$ cat src/rtl/buffered_io_port_if.sv
// -----------------------------------------------------------------------------
// buffered_io_port_if
// Bundles the datapath-bus and device handshake signals of buffered_io_port.
//   slave  : the port block itself (buffered_io_port)
//   master : whatever drives it (control unit / device model)
// Signals:
//   bus_in        datapath bus value to push into the output FIFO
//   OutPortIn     push bus_in into the output FIFO this edge
//   InPortOut     CPU read of the input holding register (consumes the word)
//   in_port_data  holding register contents, to the bus mux
//   in_avail      holding register contains an unread word
//   out_full      output FIFO full
//   out_empty     output FIFO empty
//   out_count     output FIFO occupancy, 0..DEPTH
//   out_ovf       sticky overflow flag
//   ovf_clr       synchronous clear of out_ovf
//   dev_out_data  FIFO head (first-word fall-through)
//   dev_out_valid FIFO head valid
//   dev_out_ready device accepts the head this edge
//   dev_in_data   device input word
//   dev_in_valid  device offers dev_in_data
//   dev_in_ready  holding register can accept a word this edge
// -----------------------------------------------------------------------------
interface buffered_io_port_if #(
   parameter int WIDTH = 32,
   parameter int DEPTH = 4
);
   localparam int CW = $clog2(DEPTH) + 1;

   logic [WIDTH-1:0] bus_in;
   logic             OutPortIn;
   logic             InPortOut;
   logic [WIDTH-1:0] in_port_data;
   logic             in_avail;
   logic             out_full;
   logic             out_empty;
   logic [CW-1:0]    out_count;
   logic             out_ovf;
   logic             ovf_clr;
   logic [WIDTH-1:0] dev_out_data;
   logic             dev_out_valid;
   logic             dev_out_ready;
   logic [WIDTH-1:0] dev_in_data;
   logic             dev_in_valid;
   logic             dev_in_ready;

   modport slave (
      input  bus_in, OutPortIn, InPortOut, ovf_clr,
             dev_out_ready, dev_in_data, dev_in_valid,
      output in_port_data, in_avail, out_full, out_empty, out_count,
             out_ovf, dev_out_data, dev_out_valid, dev_in_ready
   );

   modport master (
      output bus_in, OutPortIn, InPortOut, ovf_clr,
             dev_out_ready, dev_in_data, dev_in_valid,
      input  in_port_data, in_avail, out_full, out_empty, out_count,
             out_ovf, dev_out_data, dev_out_valid, dev_in_ready
   );
endinterface

$ cat src/rtl/buffered_io_port.sv
// -----------------------------------------------------------------------------
// buffered_io_port
// Buffered in/out port pair on the datapath bus.
//   Output channel: OutPortIn pushes bus_in into a DEPTH-entry first-word
//   fall-through FIFO that the device drains over dev_out_valid/dev_out_ready.
//   Input channel: a handshaked holding register loaded from the device and
//   read by the CPU via InPortOut, with in_avail status.
// Ports:
//   Clock    system clock, rising edge
//   Clear    asynchronous active-low reset
//   loop_en  (only with BUFFERED_IO_PORT_LOOPBACK_EN) route the FIFO head into
//            the holding register instead of the device paths
//   bus      buffered_io_port_if.slave, all bus and device handshake signals
// Optional feature macro: BUFFERED_IO_PORT_LOOPBACK_EN
// -----------------------------------------------------------------------------
module buffered_io_port #(
   parameter int WIDTH = 32,
   parameter int DEPTH = 4
) (
   input  logic Clock,
   input  logic Clear,
`ifdef BUFFERED_IO_PORT_LOOPBACK_EN
   input  logic loop_en,
`endif
   buffered_io_port_if.slave bus
);
   localparam int CW = $clog2(DEPTH) + 1;
   localparam int PW = $clog2(DEPTH);

   // FIFO storage is deliberately left out of reset; only pointers/count are cleared.
   logic [WIDTH-1:0] mem_q [DEPTH];

   logic [PW-1:0]    wr_ptr_q, wr_ptr_d;
   logic [PW-1:0]    rd_ptr_q, rd_ptr_d;
   logic [CW-1:0]    count_q, count_d;
   logic             ovf_q, ovf_d;
   logic             avail_q, avail_d;
   logic [WIDTH-1:0] hold_q, hold_d;

   logic             full;
   logic             empty;
   logic             in_ready;
   logic             pop;
   logic             push;
   logic             ovf_set;
   logic             capture;
   logic             loop_act;
   logic [WIDTH-1:0] head_data;
   logic [WIDTH-1:0] cap_data;

`ifdef BUFFERED_IO_PORT_LOOPBACK_EN
   assign loop_act = loop_en;
`else
   assign loop_act = 1'b0;
`endif

   assign full      = (count_q == CW'(DEPTH));
   assign empty     = (count_q == '0);
   assign head_data = mem_q[rd_ptr_q];

   // The holding register can take a word when it is empty or being read now.
   assign in_ready  = !avail_q || bus.InPortOut;

   // In loopback the holding register is the consumer of the FIFO head.
   assign pop       = !empty && (loop_act ? in_ready : bus.dev_out_ready);

   // A pop on the same edge frees the slot, so a push into a full FIFO is accepted.
   assign push      = bus.OutPortIn && (!full || pop);
   assign ovf_set   = bus.OutPortIn && full && !pop;

   assign capture   = loop_act ? pop : (bus.dev_in_valid && in_ready);
   assign cap_data  = loop_act ? head_data : bus.dev_in_data;

   always_comb begin
      wr_ptr_d = wr_ptr_q;
      rd_ptr_d = rd_ptr_q;
      ovf_d    = ovf_q;
      avail_d  = avail_q;
      hold_d   = hold_q;

      // Pointers wrap naturally because DEPTH is a power of two.
      if (push) wr_ptr_d = wr_ptr_q + PW'(1);
      if (pop)  rd_ptr_d = rd_ptr_q + PW'(1);
      count_d = count_q + CW'(push) - CW'(pop);

      // Set has priority over clear.
      if (ovf_set)          ovf_d = 1'b1;
      else if (bus.ovf_clr) ovf_d = 1'b0;

      // A capture on the same edge as a read keeps the flag set with the new word.
      if (capture) begin
         hold_d  = cap_data;
         avail_d = 1'b1;
      end else if (bus.InPortOut) begin
         avail_d = 1'b0;
      end
   end

   always_ff @(posedge Clock or negedge Clear) begin
      if (!Clear) begin
         wr_ptr_q <= '0;
         rd_ptr_q <= '0;
         count_q  <= '0;
         ovf_q    <= 1'b0;
         avail_q  <= 1'b0;
         hold_q   <= '0;
      end else begin
         wr_ptr_q <= wr_ptr_d;
         rd_ptr_q <= rd_ptr_d;
         count_q  <= count_d;
         ovf_q    <= ovf_d;
         avail_q  <= avail_d;
         hold_q   <= hold_d;
      end
   end

   always_ff @(posedge Clock) begin
      if (push) mem_q[wr_ptr_q] <= bus.bus_in;
   end

   assign bus.in_port_data  = hold_q;
   assign bus.in_avail      = avail_q;
   assign bus.out_full      = full;
   assign bus.out_empty     = empty;
   assign bus.out_count     = count_q;
   assign bus.out_ovf       = ovf_q;
   assign bus.dev_out_data  = head_data;
   assign bus.dev_out_valid = !empty && !loop_act;
   assign bus.dev_in_ready  = in_ready && !loop_act;
endmodule
$ cat src/flat_wrapper.sv
// flat-port wrapper written by rule: the top's interface ports become plain ports
module buffered_io_port_flat 
#(
   parameter int WIDTH = 32,
   parameter int DEPTH = 4
)
  (Clock, Clear, bus_bus_in, bus_OutPortIn, bus_InPortOut, bus_ovf_clr, bus_dev_out_ready, bus_dev_in_data, bus_dev_in_valid, bus_in_port_data, bus_in_avail, bus_out_full, bus_out_empty, bus_out_count, bus_out_ovf, bus_dev_out_data, bus_dev_out_valid, bus_dev_in_ready);
  buffered_io_port_if #(.WIDTH(WIDTH), .DEPTH(DEPTH)) bus_i ();
  input  logic Clock;
  input  logic Clear;
  input wire logic [$bits(bus_i.bus_in)-1:0] bus_bus_in;
  input wire logic [$bits(bus_i.OutPortIn)-1:0] bus_OutPortIn;
  input wire logic [$bits(bus_i.InPortOut)-1:0] bus_InPortOut;
  input wire logic [$bits(bus_i.ovf_clr)-1:0] bus_ovf_clr;
  input wire logic [$bits(bus_i.dev_out_ready)-1:0] bus_dev_out_ready;
  input wire logic [$bits(bus_i.dev_in_data)-1:0] bus_dev_in_data;
  input wire logic [$bits(bus_i.dev_in_valid)-1:0] bus_dev_in_valid;
  output wire logic [$bits(bus_i.in_port_data)-1:0] bus_in_port_data;
  output wire logic [$bits(bus_i.in_avail)-1:0] bus_in_avail;
  output wire logic [$bits(bus_i.out_full)-1:0] bus_out_full;
  output wire logic [$bits(bus_i.out_empty)-1:0] bus_out_empty;
  output wire logic [$bits(bus_i.out_count)-1:0] bus_out_count;
  output wire logic [$bits(bus_i.out_ovf)-1:0] bus_out_ovf;
  output wire logic [$bits(bus_i.dev_out_data)-1:0] bus_dev_out_data;
  output wire logic [$bits(bus_i.dev_out_valid)-1:0] bus_dev_out_valid;
  output wire logic [$bits(bus_i.dev_in_ready)-1:0] bus_dev_in_ready;
  assign bus_i.bus_in = bus_bus_in;
  assign bus_i.OutPortIn = bus_OutPortIn;
  assign bus_i.InPortOut = bus_InPortOut;
  assign bus_i.ovf_clr = bus_ovf_clr;
  assign bus_i.dev_out_ready = bus_dev_out_ready;
  assign bus_i.dev_in_data = bus_dev_in_data;
  assign bus_i.dev_in_valid = bus_dev_in_valid;
  assign bus_in_port_data = bus_i.in_port_data;
  assign bus_in_avail = bus_i.in_avail;
  assign bus_out_full = bus_i.out_full;
  assign bus_out_empty = bus_i.out_empty;
  assign bus_out_count = bus_i.out_count;
  assign bus_out_ovf = bus_i.out_ovf;
  assign bus_dev_out_data = bus_i.dev_out_data;
  assign bus_dev_out_valid = bus_i.dev_out_valid;
  assign bus_dev_in_ready = bus_i.dev_in_ready;
  buffered_io_port #(.WIDTH(WIDTH), .DEPTH(DEPTH)) u_core (.Clock(Clock), .Clear(Clear), .bus(bus_i));
endmodule
$ cat config.mk
export PLATFORM = sky130hd
export DESIGN_NAME = buffered_io_port_flat
export DESIGN_NICKNAME = d
export VERILOG_FILES = /design/src/rtl/buffered_io_port_if.sv /design/src/rtl/buffered_io_port.sv /design/src/flat_wrapper.sv
export SDC_FILE = /design/constraint.sdc
export NUM_CORES = 1
export LEC_CHECK = 0
export ABC_CLOCK_PERIOD_IN_PS = 5410
export CORE_MARGIN = 3
export CORE_UTILIZATION = 54
export DETAILED_ROUTE_END_ITERATION = 16
export GPL_TIMING_DRIVEN = 0
export HOLD_SLACK_MARGIN = 0.15
export PLACE_DENSITY = 0.84
export SKIP_LAST_GASP = 1
export SLEW_MARGIN = 20
export SYNTH_ARGS = -nofsm -noshare
export SYNTH_HDL_FRONTEND = slang
export SYNTH_SLANG_ARGS = --single-unit
$ cat constraint.sdc
create_clock -name Clock -period 5.41 [get_ports Clock]
set_input_delay 1.623 -clock Clock [delete_from_list [all_inputs] [get_ports Clock]]
set_output_delay 1.623 -clock Clock [all_outputs]
set_load 0.05 [all_outputs]
==> results.toml <==
[sta]
final.setup.tns_ps = 0
hold_viol = 0
slew_headroom_pct = 42.1
tightest_slew_ps = 868
fmax_mhz = 212
setup_viol = 0
hold_slack_ps = 503
fin_worst_skew_ps = 6.73
rsz0062_at_grt = "false"
final.period_utilization_pct = 87.0
finalCriticalPeriod_ps = 4710
maxSlewViolCount = 0

[setup_path]
cp.buffers_inverters = 2
worstPathMaxFanout = 3
crit_arrival_ps = 3090
rr_worst_depth = 4
regToRegSetupSlack_ps = 3360
cp_top_family = "buffers and inverters"
cp-startpoint = "bus_InPortOut"
crit_slowest_cell = "clkdlybuf4s50_1"
path_cells = "clkdlybuf4s50_1 > nand2b_1 > clkdlybuf4s50_1"
max_stage_delay_ps = 830
worstSetupPathType = "input pin to output pin"
rr_startpoint = "u_core.bus.out_count[2]"
worstSetupStartpointType = "input pin"
crit_top_cell = "clkdlybuf4s50_1"
worstReg2RegEnd = "u_core.mem_q[3][10]"
critPathRequiredTime_ps = 3790
critical_path_depth = 3
critPathCaptureType = "output pin"
endpoint = "bus_dev_in_ready"

[placement]
dp_hpwl_um = 8080
port_buffers = 143
gp_congestion = 0.681
placed_area_mm2 = 0.00795

[clocking]
numCtsBuffers = 17
insertion_delay_ps = 410
clock_path_buffers = 2
ctsResizeCount = 0
postCtsHoldBufs = 0
htree_levels = 4
ctsRootBufferMaster = "clkbuf_16"
clkSinkCount = 169
path_clk_slew_ps = 60
postCtsSetupBuffers = 0
tritoncts = "yes"

[routing]
drtAntennaViolNets = 0
drt_iter0_markers = 213
drt_pre_antenna_iters = 4
post_drt_wl_per_cell_um = 19.8
drc = 0
wirelength_um = 11800
post_drt_via_cell_ratio = 5.45
vias = 3256

[die]
num_rows = 38
die-area_mm2 = 0.0131
core_mm2 = 0.0111
initial_utilization_pct = 56.9
die_y_um = 114
ios = 144
die_w_um = 114

[layout]
area_growth_pct = 34.4
drive_above_1_share_pct = 24.9
antenna_cells = 0
final_cell_mix = "clkdlybuf4s50_1 (142), edfxtp_1 (128), dfrtp_1 (41)"
fin_area_mm2 = 0.00851
final_common_cell = "clkdlybuf4s50_1"
fin_nets = 522

[yosys]
syn_nets = 359
synth_seq_area_share_pct = 76.9
avgSynthCellArea_um2 = 22.5
ys_warn_count = 0
synth-seq-cells = 169
synthCells = 281
syn_area_mm2 = 0.00633
ys_types = 23

[worst_hold_path]
hp-class = "register to register"
hp-start = "u_core.bus.in_port_data[15]"

[power]
p_per_area_mw_per_mm2 = 578
ir_drop_mv = 0.474
leakagePower_nw = 3.02
total_power_mw = 4.91

[run]
maxCapViolations = 0

[run_status]
outcome = "completed"

[global_route]
grt_pass1_vias = 3694
grt_remaining_overflow = 0
grtUsageTotal_pct = 19.9
grt_pass1_wl_um = 19200
grt_max_degree = 33
antenna_found_initial = 0
-- synthesized netlist by cell type (all sizes together) --
cell	count	area [um2]
o21ai	1	5.00
nand2	3	11.3
nor2b	1	6.26
xor2	2	17.5
nor4b	1	15.0
buf	11	87.6
mux2	33	375
dfrtp	41	1030
xnor2	3	26.3
mux4	32	721
edfxtp	128	3840
o31a	1	10.0
and3	1	6.26
inv	8	30.0
clkbuf	1	3.75
and2	4	30.0
nand2b	2	12.5
ha	6	75.1
or3	1	7.51
fa	1	20.0
-- kinds of logic after synthesis --
group                    share of synthesized area [%]
AO/OA/AOI/OAI                                    0.237
buffers and inverters                             1.92
XOR/XNOR                                         0.692
AND/OR/NAND/NOR                                   1.40
flip-flops                                        76.9
multiplexers                                      17.3
adder cells (fa/ha/maj)                           1.50
-- metrics by stage --
stage	cells	utilization (%)	worst slack, ps
2_1_floorplan	281	-	1730
3_3_place_gp	564	71.3	715
3_5_place_dp	565	71.5	687
4_1_cts	597	76.5	680
5_1_grt	597	76.5	655
6_report	597	76.5	701
-- per-layer routing --
layer	vias to the layer above	GRT usage, %	part of all wire (%)	wire length, um
met5	-	0	0	0
met4	0	6.97	1.4	163
met3	16	8.56	10	1180
met2	140	32.6	50	5960
met1	1657	23.7	38	4530
li1	1443	-	-	-
-- final cells by class --
class,count,area (um2)
fillers,656,2620
well taps,140,175
inverters,8,30.0
repair buffers,144,1450
clock inverters,14,125
plain buffers,12,91.3
flip-flops and latches,169,4870
multi-input cells,92,1340
clock buffers,18,429
-- flip-flops by register name (all words and copies together) (netlist names) --
register / flops
u_core.mem_q: 128
u_core.rd_ptr_q: 2
u_core.bus.in_port_data: 32
u_core.wr_ptr_q: 2
u_core.bus.out_ovf: 1
u_core.bus.in_avail: 1
u_core.bus.out_count: 3
-- where the power goes --
part	internal, mW	leakage (nW)	switching [mW]
Sequential	1.68	1.65	0.0854
Clock	0.634	0.252	0.478
Combinational	0.772	1.12	1.27
Total	3.08	3.02	1.83
-- worst min path at each step --
stage / to / slack (ps) / depth (start not counted)
2_1_floorplan: u_core.wr_ptr_q[1] / 530 / 1
3_3_place_gp: u_core.bus.in_port_data[20] / 490 / 1
3_5_place_dp: u_core.bus.in_port_data[6] / 500 / 1
4_1_cts: u_core.bus.in_port_data[15] / 510 / 1
5_1_grt: u_core.bus.in_port_data[29] / 530 / 1
6_report: u_core.bus.in_port_data[15] / 500 / 1
(Power assumes the default switching activity.)
==> RTL change (config.mk and constraints unchanged) <==
Take the reset off `hold_q` and load it in a clocked block of its own.
--- a/src/rtl/buffered_io_port.sv
+++ b/src/rtl/buffered_io_port.sv
@@ -103,15 +103,17 @@
          count_q  <= '0;
          ovf_q    <= 1'b0;
          avail_q  <= 1'b0;
-         hold_q   <= '0;
       end else begin
          wr_ptr_q <= wr_ptr_d;
          rd_ptr_q <= rd_ptr_d;
          count_q  <= count_d;
          ovf_q    <= ovf_d;
          avail_q  <= avail_d;
-         hold_q   <= hold_d;
       end
+   end
+
+   always_ff @(posedge Clock) begin
+      hold_q <= hold_d;
    end
 
    always_ff @(posedge Clock) begin
Check against the original RTL: not equivalent (Yosys sat finds a counterexample within 4 cycles, from zero or initial values; the reset may be asserted at any time).
==> RTL change against the unedited design <==
  * Setup slack better by 0.034 ns
  * Sequential share of layout area is 3.1 points higher
  * Power is 0.55% lower
  * Non-clock buffer count is 4 lower
  * First-iteration DRC count is 27% lower
  * Cell count is 6.0% lower
  * Final area is 1.9% lower
  * Routed wire length is 4.5% lower
  * Synthesized area is 3.5% lower
  * Global-route usage is 0.78 points lower
  * Sequential cell count stayed put
==> RTL change: results (changes against the unedited design) <==
Status
  • Status: finished, final reports clean

Setup path
  • CP arrival: 3.05 ns (-0.04 ns)
  • Reg2reg end: u_core.mem_q[3][12]
  • Largest fanout on the critical path: 3 (unchanged)
  • Crit Reg-Reg Startpoint: u_core.bus.out_count[2]
  • Worst setup path start: bus_InPortOut
  • Worst reg-to-reg path cell count: 4 (unchanged)
  • R2R setup slack: 3.34 ns (-0.02 ns)
  • Critical Path End: bus_dev_in_ready
  • Crit-path leading delay family: buffers and inverters
  • Worst path max stage delay: slightly above 0.8 ns

Placed design
  • Final HPWL from detailed placement: 7310 um (-9.6%)
  • Placer Congestion: 0.691 (+1.5%)
  • Post-DP Area: 0.00772 sq mm (-2.9%)
  • IO buf count: 143 (unchanged)

Clock network
  • Clock-pin slew on the worst setup and hold paths: 0.06 ns (about the same)
  • # resized after CTS: 0 (unchanged)
  • Clk root buf: clkbuf_16
  • Worst-Skew Late Latency: roughly 0.42 ns
  • Setup bufs post-CTS: 0 (unchanged)
  • CTS max path bufs: 2 (unchanged)
  • CTS H-Tree Depth: 4 (unchanged)

Detailed routing
  • WL/cell: 20.2 um (+1.6%)
  • Starting DRT DRC Count: 156 (-27%)
  • Via density: 5.23 (-4.1%)
  • First-pass DRT Iterations: 4 (unchanged)

Final layout
  • Number of fill cells in the layout: 613 (-6.6%)
  • Top reg by flops: u_core.mem_q
  • Share of cells above drive strength 1: 17.6% (-7.4 points)
  • # nets final: 486 (-6.9%)
  • Diode count: 0 (unchanged)

Min path
  • Worst Hold Endpoint: u_core.bus.out_ovf
  • Worst hold stages: 2 (+1)
  • Hold Startpoint: u_core.bus.out_ovf

STA
  • Clock skew: 0.0112 ns (+0.00444 ns)
  • Slew headroom: 39.6% (-2.5 points)

Logic synthesis
  • Async set or reset register ratio after synthesis: 5.33% (-19 points)
  • Distinct cells, synth: 22 (-4.3%)
  • Post-synth EDFFs: 160 (+25%)
  • Yosys warning total: 0 (unchanged)
  • Most frequent cells after synthesis: 160 x edfxtp_1, 32 x mux4_2, 9 x dfrtp_1, 8 x inv_1, 6 x ha_1
  • Syn nets: 324 (-9.7%)
  • Synth area leaders: edfxtp_1 79%, mux4_2 12%, dfrtp_1 3.7%
  • Sequential share of the synthesized area: 82.3% (+5.4 points)

GRT
  • Number of global-route vias before repair: 3281 (-11%)
  • Tot GR Track Use: 19.1% (-0.78 points)
  • First-pass GRT wire length: 17700 um (-7.7%)
  • Largest net degree at the start of global routing: 33 (unchanged)

Power and ir drop
  • Lkg Pwr: 0.00284 uW (-5.9%)
  • Maximum vdd drop: 0.466 mV (-1.7%)
  • Sw Ratio: 34.2% (-3.0 points)
## RTL change: layout make-up
cell class,instances,area (sq um),area share (%)
Inverter,8,30.0,0.360
Multi-Input combinational cell,60,982,11.8
Buffer,9,68.8,0.825
Sequential cell,169,5030,60.3
Clock inverter,8,171,2.06
Timing Repair Buffer,143,1430,17.2
Tap cell,140,175,2.10
Clock buffer,24,452,5.42
## RTL change: metal layers
metal	track usage (%)	part of all wire, %	wire (um)
met5	0	0	0
met4	6.25	1.3	142
met3	8.14	7.8	882
met2	30.1	51	5740
met1	24.3	40	4540
## RTL change: stage by stage
step           utilization (%)  hold WS [ns]  power (uW)  std cells  setup slack (ns)
2_1_floorplan                -         0.535        3070        246              1.73
3_3_place_gp              70.6         0.518        3640        529             0.784
3_5_place_dp              70.6         0.535        3670        529             0.720
4_1_cts                   76.3         0.561        4940        561             0.722
5_1_grt                   76.3         0.594        5080        561             0.693
6_report                  76.3         0.552        4890        561             0.736
## RTL change: worst reg2reg max path, delay by kind of cell (launching register included)
family | cells | cell delay (ns)
AND/OR/NAND/NOR | 3 | 1.09
flip-flops | 1 | 0.43
buffers and inverters | 1 | 0.14
## RTL change: power groups by stage
stage / clock network [uW] / registers, uW / logic, uW
after floorplan: 0 / 1860 / 1210
after global placement: 0 / 1770 / 1860
after detailed placement: 0 / 1790 / 1880
after CTS: 1290 / 1760 / 1890
after global routing: 1350 / 1780 / 1950
final: 1270 / 1760 / 1860
## RTL change: kinds of logic (layout without fill, tap and decap cells)
kind of cell               after synthesis  in the layout  synth area share (%)
muxes                                   33             33                  12.0
xor gates and xnor gates                 5              5                 0.717
buffers and inverters                   17            192                  1.62
DFF                                    169            169                  82.3
AOI/OAI and AO/OA                        2              2                 0.246
adders and majority gates                7              7                  1.56
and+or+nand+nor                         13             13                  1.50
